<file path="src/rtl/ex_pkg.sv">
// Shared definitions for the execute stage: datapath width, control-word
// field positions, opcodes and FSM state encoding.
package ex_pkg;

   localparam int W = 16;

   localparam int VALID_B  = 15;
   localparam int RW_B     = 14;
   localparam int R15W_B   = 13;
   localparam int DEST_MSB = 12;
   localparam int DEST_LSB = 9;
   localparam int MEM_MSB  = 8;
   localparam int MEM_LSB  = 4;
   localparam int OP_MSB   = 3;
   localparam int OP_LSB   = 0;

   localparam logic [3:0] OP_ADD  = 4'h0;
   localparam logic [3:0] OP_SUB  = 4'h1;
   localparam logic [3:0] OP_AND  = 4'h2;
   localparam logic [3:0] OP_OR   = 4'h3;
   localparam logic [3:0] OP_XOR  = 4'h4;
   localparam logic [3:0] OP_SLL  = 4'h5;
   localparam logic [3:0] OP_SRL  = 4'h6;
   localparam logic [3:0] OP_SRA  = 4'h7;
   localparam logic [3:0] OP_MUL  = 4'h8;
   localparam logic [3:0] OP_DIV  = 4'h9;
   localparam logic [3:0] OP_PASS = 4'hA;

   localparam logic [0:0] ST_IDLE = 1'b0;
   localparam logic [0:0] ST_BUSY = 1'b1;

   function automatic logic [W-1:0] abs_w(input logic [W-1:0] x);
      return x[W-1] ? -x : x;
   endfunction

endpackage

</file>
<file path="src/rtl/muldiv_seq.sv">
// Iterative signed multiply (shift-add) and divide (restoring) on magnitudes,
// with sign fix-up; done pulses combinationally during the final step.
module muldiv_seq
   import ex_pkg::*;
#(
   parameter int ITER = 16
) (
   input  logic         clk_i,
   input  logic         rst_ni,
   input  logic         start_i,
   input  logic         abort_i,
   input  logic         is_div_i,
   input  logic [W-1:0] a_i,
   input  logic [W-1:0] b_i,
   output logic         busy_o,
   output logic         done_o,
   output logic [W-1:0] lo_o,
   output logic [W-1:0] hi_o
);

   localparam int CW = $clog2(ITER + 1);

   logic [CW-1:0]  cnt_q;
   logic [W-1:0]   a_q, a_d, hi_q, hi_d, b_q;
   logic           div_q, neg_lo_q, neg_hi_q;
   logic [W:0]     sum, shv, trial;
   logic           ge;
   logic [2*W-1:0] prod, prod_s;

   assign busy_o = (cnt_q != '0);
   assign done_o = (cnt_q == CW'(1));

   // a_q doubles as multiplier (shifted out LSB first) and dividend/quotient.
   always_comb begin
      sum   = {1'b0, hi_q} + (a_q[0] ? {1'b0, b_q} : '0);
      shv   = {hi_q, a_q[W-1]};
      trial = shv - {1'b0, b_q};
      ge    = ~trial[W];
      if (div_q) begin
         hi_d = ge ? trial[W-1:0] : shv[W-1:0];
         a_d  = {a_q[W-2:0], ge};
      end else begin
         hi_d = sum[W:1];
         a_d  = {sum[0], a_q[W-1:1]};
      end
      prod   = {hi_d, a_d};
      prod_s = neg_lo_q ? -prod : prod;
      if (div_q) begin
         lo_o = neg_lo_q ? -a_d : a_d;
         hi_o = neg_hi_q ? -hi_d : hi_d;
      end else begin
         lo_o = prod_s[W-1:0];
         hi_o = prod_s[2*W-1:W];
      end
   end

   always_ff @(posedge clk_i or negedge rst_ni) begin
      if (!rst_ni) begin
         cnt_q    <= '0;
         a_q      <= '0;
         hi_q     <= '0;
         b_q      <= '0;
         div_q    <= 1'b0;
         neg_lo_q <= 1'b0;
         neg_hi_q <= 1'b0;
      end else if (abort_i) begin
         cnt_q <= '0;
      end else if (start_i) begin
         cnt_q    <= CW'(ITER);
         a_q      <= abs_w(a_i);
         b_q      <= abs_w(b_i);
         hi_q     <= '0;
         div_q    <= is_div_i;
         neg_lo_q <= a_i[W-1] ^ b_i[W-1];
         neg_hi_q <= a_i[W-1];
      end else if (busy_o) begin
         cnt_q <= cnt_q - CW'(1);
         a_q   <= a_d;
         hi_q  <= hi_d;
      end
   end

endmodule

</file>
<file path="src/rtl/ex_stage_muldiv.sv">
// Execute stage with single-cycle ALU, iterative MUL/DIV and EX/MEM registers.
// Define FAST_MUL_EN to compute MUL combinationally in one cycle.
module ex_stage_muldiv
   import ex_pkg::*;
#(
   parameter int ITER = 16
) (
   input  logic         C,
   input  logic         R,
   input  logic [W-1:0] ID1,
   input  logic [W-1:0] ID2,
   input  logic [W-1:0] ID15,
   input  logic [W-1:0] IC,
   input  logic         FL,
   output logic [W-1:0] OA,
   output logic [W-1:0] O15,
   output logic [W-1:0] OC,
   output logic         OV,
   output logic         S,
   output logic         DZ,
   output logic [0:0]   dbg_state_o
);

   logic [0:0]   state_q, state_d;
   logic [W-1:0] oa_q, oa_d, o15_q, o15_d, oc_q, oc_d, cap_q, cap_d;
   logic         ov_q, ov_d, dz_q, dz_d;
   logic [3:0]   op;
   logic         valid, is_seq, div_zero, start;
   logic [W-1:0] alu_lo, alu_hi, seq_lo, seq_hi;
   logic         seq_busy, seq_done;
`ifdef FAST_MUL_EN
   logic [2*W-1:0] fprod;
`endif

   assign op       = IC[OP_MSB:OP_LSB];
   assign valid    = IC[VALID_B];
   assign div_zero = (op == OP_DIV) && (ID2 == '0);
`ifdef FAST_MUL_EN
   assign is_seq   = (op == OP_DIV);
   assign fprod    = {{W{ID1[W-1]}}, ID1} * {{W{ID2[W-1]}}, ID2};
`else
   assign is_seq   = (op == OP_MUL) || (op == OP_DIV);
`endif
   assign start    = (state_q == ST_IDLE) && valid && is_seq && !div_zero && !FL;

   always_comb begin
      alu_lo = '0;
      alu_hi = ID15;
      case (op)
         OP_ADD:  alu_lo = ID1 + ID2;
         OP_SUB:  alu_lo = ID1 - ID2;
         OP_AND:  alu_lo = ID1 & ID2;
         OP_OR:   alu_lo = ID1 | ID2;
         OP_XOR:  alu_lo = ID1 ^ ID2;
         OP_SLL:  alu_lo = ID1 << ID2[3:0];
         OP_SRL:  alu_lo = ID1 >> ID2[3:0];
         OP_SRA:  alu_lo = $signed(ID1) >>> ID2[3:0];
`ifdef FAST_MUL_EN
         OP_MUL: begin
            alu_lo = fprod[W-1:0];
            alu_hi = fprod[2*W-1:W];
         end
`endif
         OP_PASS: alu_lo = ID1;
         default: alu_lo = '0;
      endcase
   end

   muldiv_seq #(.ITER(ITER)) u_seq (
      .clk_i    (C),
      .rst_ni   (R),
      .start_i  (start),
      .abort_i  (FL),
      .is_div_i (op == OP_DIV),
      .a_i      (ID1),
      .b_i      (ID2),
      .busy_o   (seq_busy),
      .done_o   (seq_done),
      .lo_o     (seq_lo),
      .hi_o     (seq_hi)
   );

   // Flush wins over both acceptance and completion.
   always_comb begin
      state_d = state_q;
      oa_d    = oa_q;
      o15_d   = o15_q;
      oc_d    = oc_q;
      ov_d    = ov_q;
      dz_d    = dz_q;
      cap_d   = cap_q;
      if (FL) begin
         state_d = ST_IDLE;
         ov_d    = 1'b0;
         oc_d    = '0;
         dz_d    = 1'b0;
      end else begin
         case (state_q)
            ST_IDLE: begin
               dz_d = 1'b0;
               if (!valid) begin
                  ov_d = 1'b0;
                  oc_d = IC;
                  oa_d = '0;
               end else if (div_zero) begin
                  oa_d  = '1;
                  o15_d = ID1;
                  oc_d  = IC;
                  ov_d  = 1'b1;
                  dz_d  = 1'b1;
               end else if (is_seq) begin
                  state_d = ST_BUSY;
                  cap_d   = IC;
                  ov_d    = 1'b0;
               end else begin
                  oa_d  = alu_lo;
                  o15_d = alu_hi;
                  oc_d  = IC;
                  ov_d  = 1'b1;
               end
            end
            ST_BUSY: begin
               ov_d = 1'b0;
               if (seq_done || !seq_busy) begin
                  state_d = ST_IDLE;
                  oa_d    = seq_lo;
                  o15_d   = seq_hi;
                  oc_d    = cap_q;
                  ov_d    = seq_done;
               end
            end
            default: state_d = ST_IDLE;
         endcase
      end
   end

   always_ff @(posedge C or negedge R) begin
      if (!R) begin
         state_q <= ST_IDLE;
         oa_q    <= '0;
         o15_q   <= '0;
         oc_q    <= '0;
         ov_q    <= 1'b0;
         dz_q    <= 1'b0;
         cap_q   <= '0;
      end else begin
         state_q <= state_d;
         oa_q    <= oa_d;
         o15_q   <= o15_d;
         oc_q    <= oc_d;
         ov_q    <= ov_d;
         dz_q    <= dz_d;
         cap_q   <= cap_d;
      end
   end

   assign OA          = oa_q;
   assign O15         = o15_q;
   assign OC          = oc_q;
   assign OV          = ov_q;
   assign DZ          = dz_q;
   assign S           = (state_q == ST_BUSY);
   assign dbg_state_o = state_q;

endmodule

</file>
<file path="config.mk">
export PLATFORM = sky130hd
export DESIGN_NAME = ex_stage_muldiv
export DESIGN_NICKNAME = d
export VERILOG_FILES = /design/src/rtl/ex_pkg.sv /design/src/rtl/muldiv_seq.sv /design/src/rtl/ex_stage_muldiv.sv
export SDC_FILE = /design/constraint.sdc
export NUM_CORES = 1
export LEC_CHECK = 0
export CORE_ASPECT_RATIO = 2
export CORE_MARGIN = 2
export CORE_UTILIZATION = 50
export DETAILED_ROUTE_END_ITERATION = 7
export PLACE_DENSITY = 0.71
export REMOVE_ABC_BUFFERS = 1
export SLEW_MARGIN = 10
export SYNTH_ARGS = -nofsm -noshare
export SYNTH_HDL_FRONTEND = slang
export SYNTH_SLANG_ARGS = --single-unit
</file>
<file path="constraint.sdc">
create_clock -name C -period 5.9 [get_ports C]
set_input_delay 1.18 -clock C [delete_from_list [all_inputs] [get_ports C]]
set_output_delay 1.18 -clock C [all_outputs]
set_load 0.02 [all_outputs]
</file>
==> impl_metrics.yaml <==
cts:
  post_cts_buffers: 0
  path_clk_slew_ns: 0.06
  h-tree-depth: 4
  cts.sinks: 123
  cts_root_buffer: "clkbuf_16"
  cts_resized: 0
  ctsHoldBuffers: 0
  cts.path.max_buffers: 2
  cts_tree: "yes"
  cts_buffers: 17
  worstSkewPairLatency_ns: 0.44
global_route:
  grt_pass1_vias: 13400
  grt_max_degree: 79
  overflow: 0
  antenna_found_initial: 1
  grt_pass1_wl_mm: 79.1
  track_usage_pct: 41.3
worst_setup_path:
  cp-start-kind: "register"
  cp.required_ns: 6.21
  setup.worst_path.start: "u_seq.a_q[15]"
  critPathArrivalTime_ns: 5.85
  timing.rr.start: "u_seq.a_q[15]"
  end_kind: "register"
  critical_path_class: "register to register"
  critPathMaxFanout: 6
route:
  drt-initial-drc-count: 1216
  num_vias: 13300
  wirelength_mm: 53.6
  viasPerCell: 6.44
  postRouteAntennaNets: 0
  routedWlPerCell_um: 26.0
  first_pass_iters: 8
  drc: 0
layout:
  final_cells: 2061
  synthToLayoutAreaGrowth_pct: 17.9
  drive_gt1_share_pct: 7.06
  final_util_pct: 59.8
  final_nets: 1873
floorplan:
  io-pin-count: 119
  initial_core_util_pct: 50.8
  core_area_mm2: 0.0244
  die_x_um: 115
  dieHeight_um: 227
  dieArea_mm2: 0.0262
  placementRows: 81
synthesis:
  seq_area_frac_synth_pct: 24.8
  synth_area_leaders: "dfrtp_1, ha_1, nand2_1, o21ai_0, xnor2_1"
  yosys-top-cells-count: "nand2_1, o21ai_0, nor2_1, dfrtp_1, a21oi_1"
  synth_edf_count: 0
  synth.most_common_cell: "nand2_1"
  syn_inst: 1632
  async_reset_ff_share_pct: 100
  syn_area_mm2: 0.0124
  yosysTopAreaCellShare_pct: 24.8
  yosysTopAreaCell: "dfrtp_1"
  ys_ff_latch: 123
  yosysWarningCount: 0
  synth_flop_cell: "dfrtp_1"
  synth_cell_types: 81
  avgSynthCellArea_um2: 7.60
timing:
  timing.fmax_mhz: 181
  setup_tns_ns: 0
  hold_viol_final: 0
  tightest_slew_ns: 1.17
  worst_clock_skew_ns: 0.00829
  rsz0062_at_grt: "false"
  finalMaxSlewViolations: 0
  relSlewSlack_pct: 20.9
  fin_crit_sh_pct: 93.9
  period_minus_slack_ns: 5.54
  setup_viol_count_final: 0
placed_design:
  portBuffers: 118
  dpl.hpwl_mm: 41.4
  dp.cells: 2028
  gp_congestion: 1.04
pwr:
  power_density_mw_per_mm2: 418
  ir_drop_mv: 0.259
  static-leakage-power_nw: 6.21
min_path:
  hold_path_class: "register to register"
  hold_start: "cap_q[6]"
job:
  drv_cap: 0
status:
  status: "finished, final reports clean"
## cells by family (layout without fill, tap and decap cells)
group	Yosys count	in the layout	synth area share (%)
and+or+nand+nor	571	571	21.0
AOI/OAI and AO/OA	506	506	26.5
buffers and inverters	180	276	5.62
DFF	123	123	24.8
xor gates and xnor gates	100	100	7.06
adders and majority gates	91	91	9.36
muxes	61	61	5.62
other	0	1	0
## power breakdown
part	internal, mW	leakage, nW	switching [mW]	total, mW
Sequential	1.07	1.55	0.301	1.37
Clock	0.716	0.307	0.439	1.15
Combinational	1.41	4.35	2.19	3.59
Total	3.19	6.21	2.92	6.11
## final timing paths
| path | end | cells after the start | slack, ns |
|---|---|---|---|
| max | O15[10] | 18 | 0.36 |
| min | cap_q[6] | 2 | 0.48 |
| min in group asynchronous | OC[2] | 1 | 0.76 |
| max reg2reg | O15[10] | 18 | 0.36 |
| min reg2reg | cap_q[6] | 2 | 0.48 |
| max in group asynchronous | u_seq.hi_q[10] | 2 | 3.97 |
## sequential cells by signal, indices dropped and copies added, names as in the netlist, 5 cells and up
| signal | cells |
|---|---|
| O15 | 16 |
| u_seq.b_q | 16 |
| u_seq.a_q | 16 |
| OA | 16 |
| cap_q | 16 |
| OC | 16 |
| u_seq.hi_q | 16 |
| u_seq.cnt_q | 5 |
## metal layers
| metal | GRT usage (%) | routed length [um] | up-vias |
|---|---|---|---|
| met5 | 0 | 0 | - |
| met4 | 40.5 | 6190 | 0 |
| met3 | 8.55 | 3060 | 294 |
| met2 | 72.4 | 27400 | 633 |
| met1 | 38.0 | 17000 | 6318 |
| li1 | - | - | 6038 |
## layout by cell type (no fill, tap or decap), drive strengths merged, types with 46 or more instances in the layout
master           n
o21ai          158
buf             49
inv             81
nand2          224
nor2           146
xnor2           78
ha              88
mux2i           47
clkdlybuf4s50  117
dfrtp          123
nor3            46
a21oi          108
## area by class of cell
class	count	area (um^2)
repair buffers	166	1540
well taps	332	415
clock buffers	18	429
flip-flops and latches	123	3080
clock inverters	14	206
diodes	1	2.50
inverters	78	293
fillers	2275	9810
multi-input cells	1329	8640
## metrics by stage
step | area (um^2) | power [mW] | hold WS (ns) | setup slack (ns)
floorplan | 12000 | 3.64 | 0.434 | 0.273
global placement | 14000 | 4.80 | 0.449 | 0.570
detailed placement | 14000 | 4.84 | 0.458 | 0.561
CTS | 14600 | 6.01 | 0.476 | 0.522
global route | 14600 | 6.44 | 0.483 | 0.149
finish | 14600 | 6.11 | 0.479 | 0.362
## worst max-delay path: stages, from the launching register on
cell	delay, ns
dfrtp_1	0.44
inv_1	0.16
ha_1	0.20
inv_1	0.06
fa_1	0.43
a211oi_2	0.32
o21ai_1	0.32
and3_1	0.33
o211a_1	0.27
a21oi_1	0.42
ha_1	0.29
o21ai_1	0.13
or3_1	0.47
nor2_1	0.29
o21ai_0	0.18
or3_1	0.48
o21ai_0	0.30
xnor2_1	0.22
o21ai_1	0.10
(Power assumes the default switching activity.)
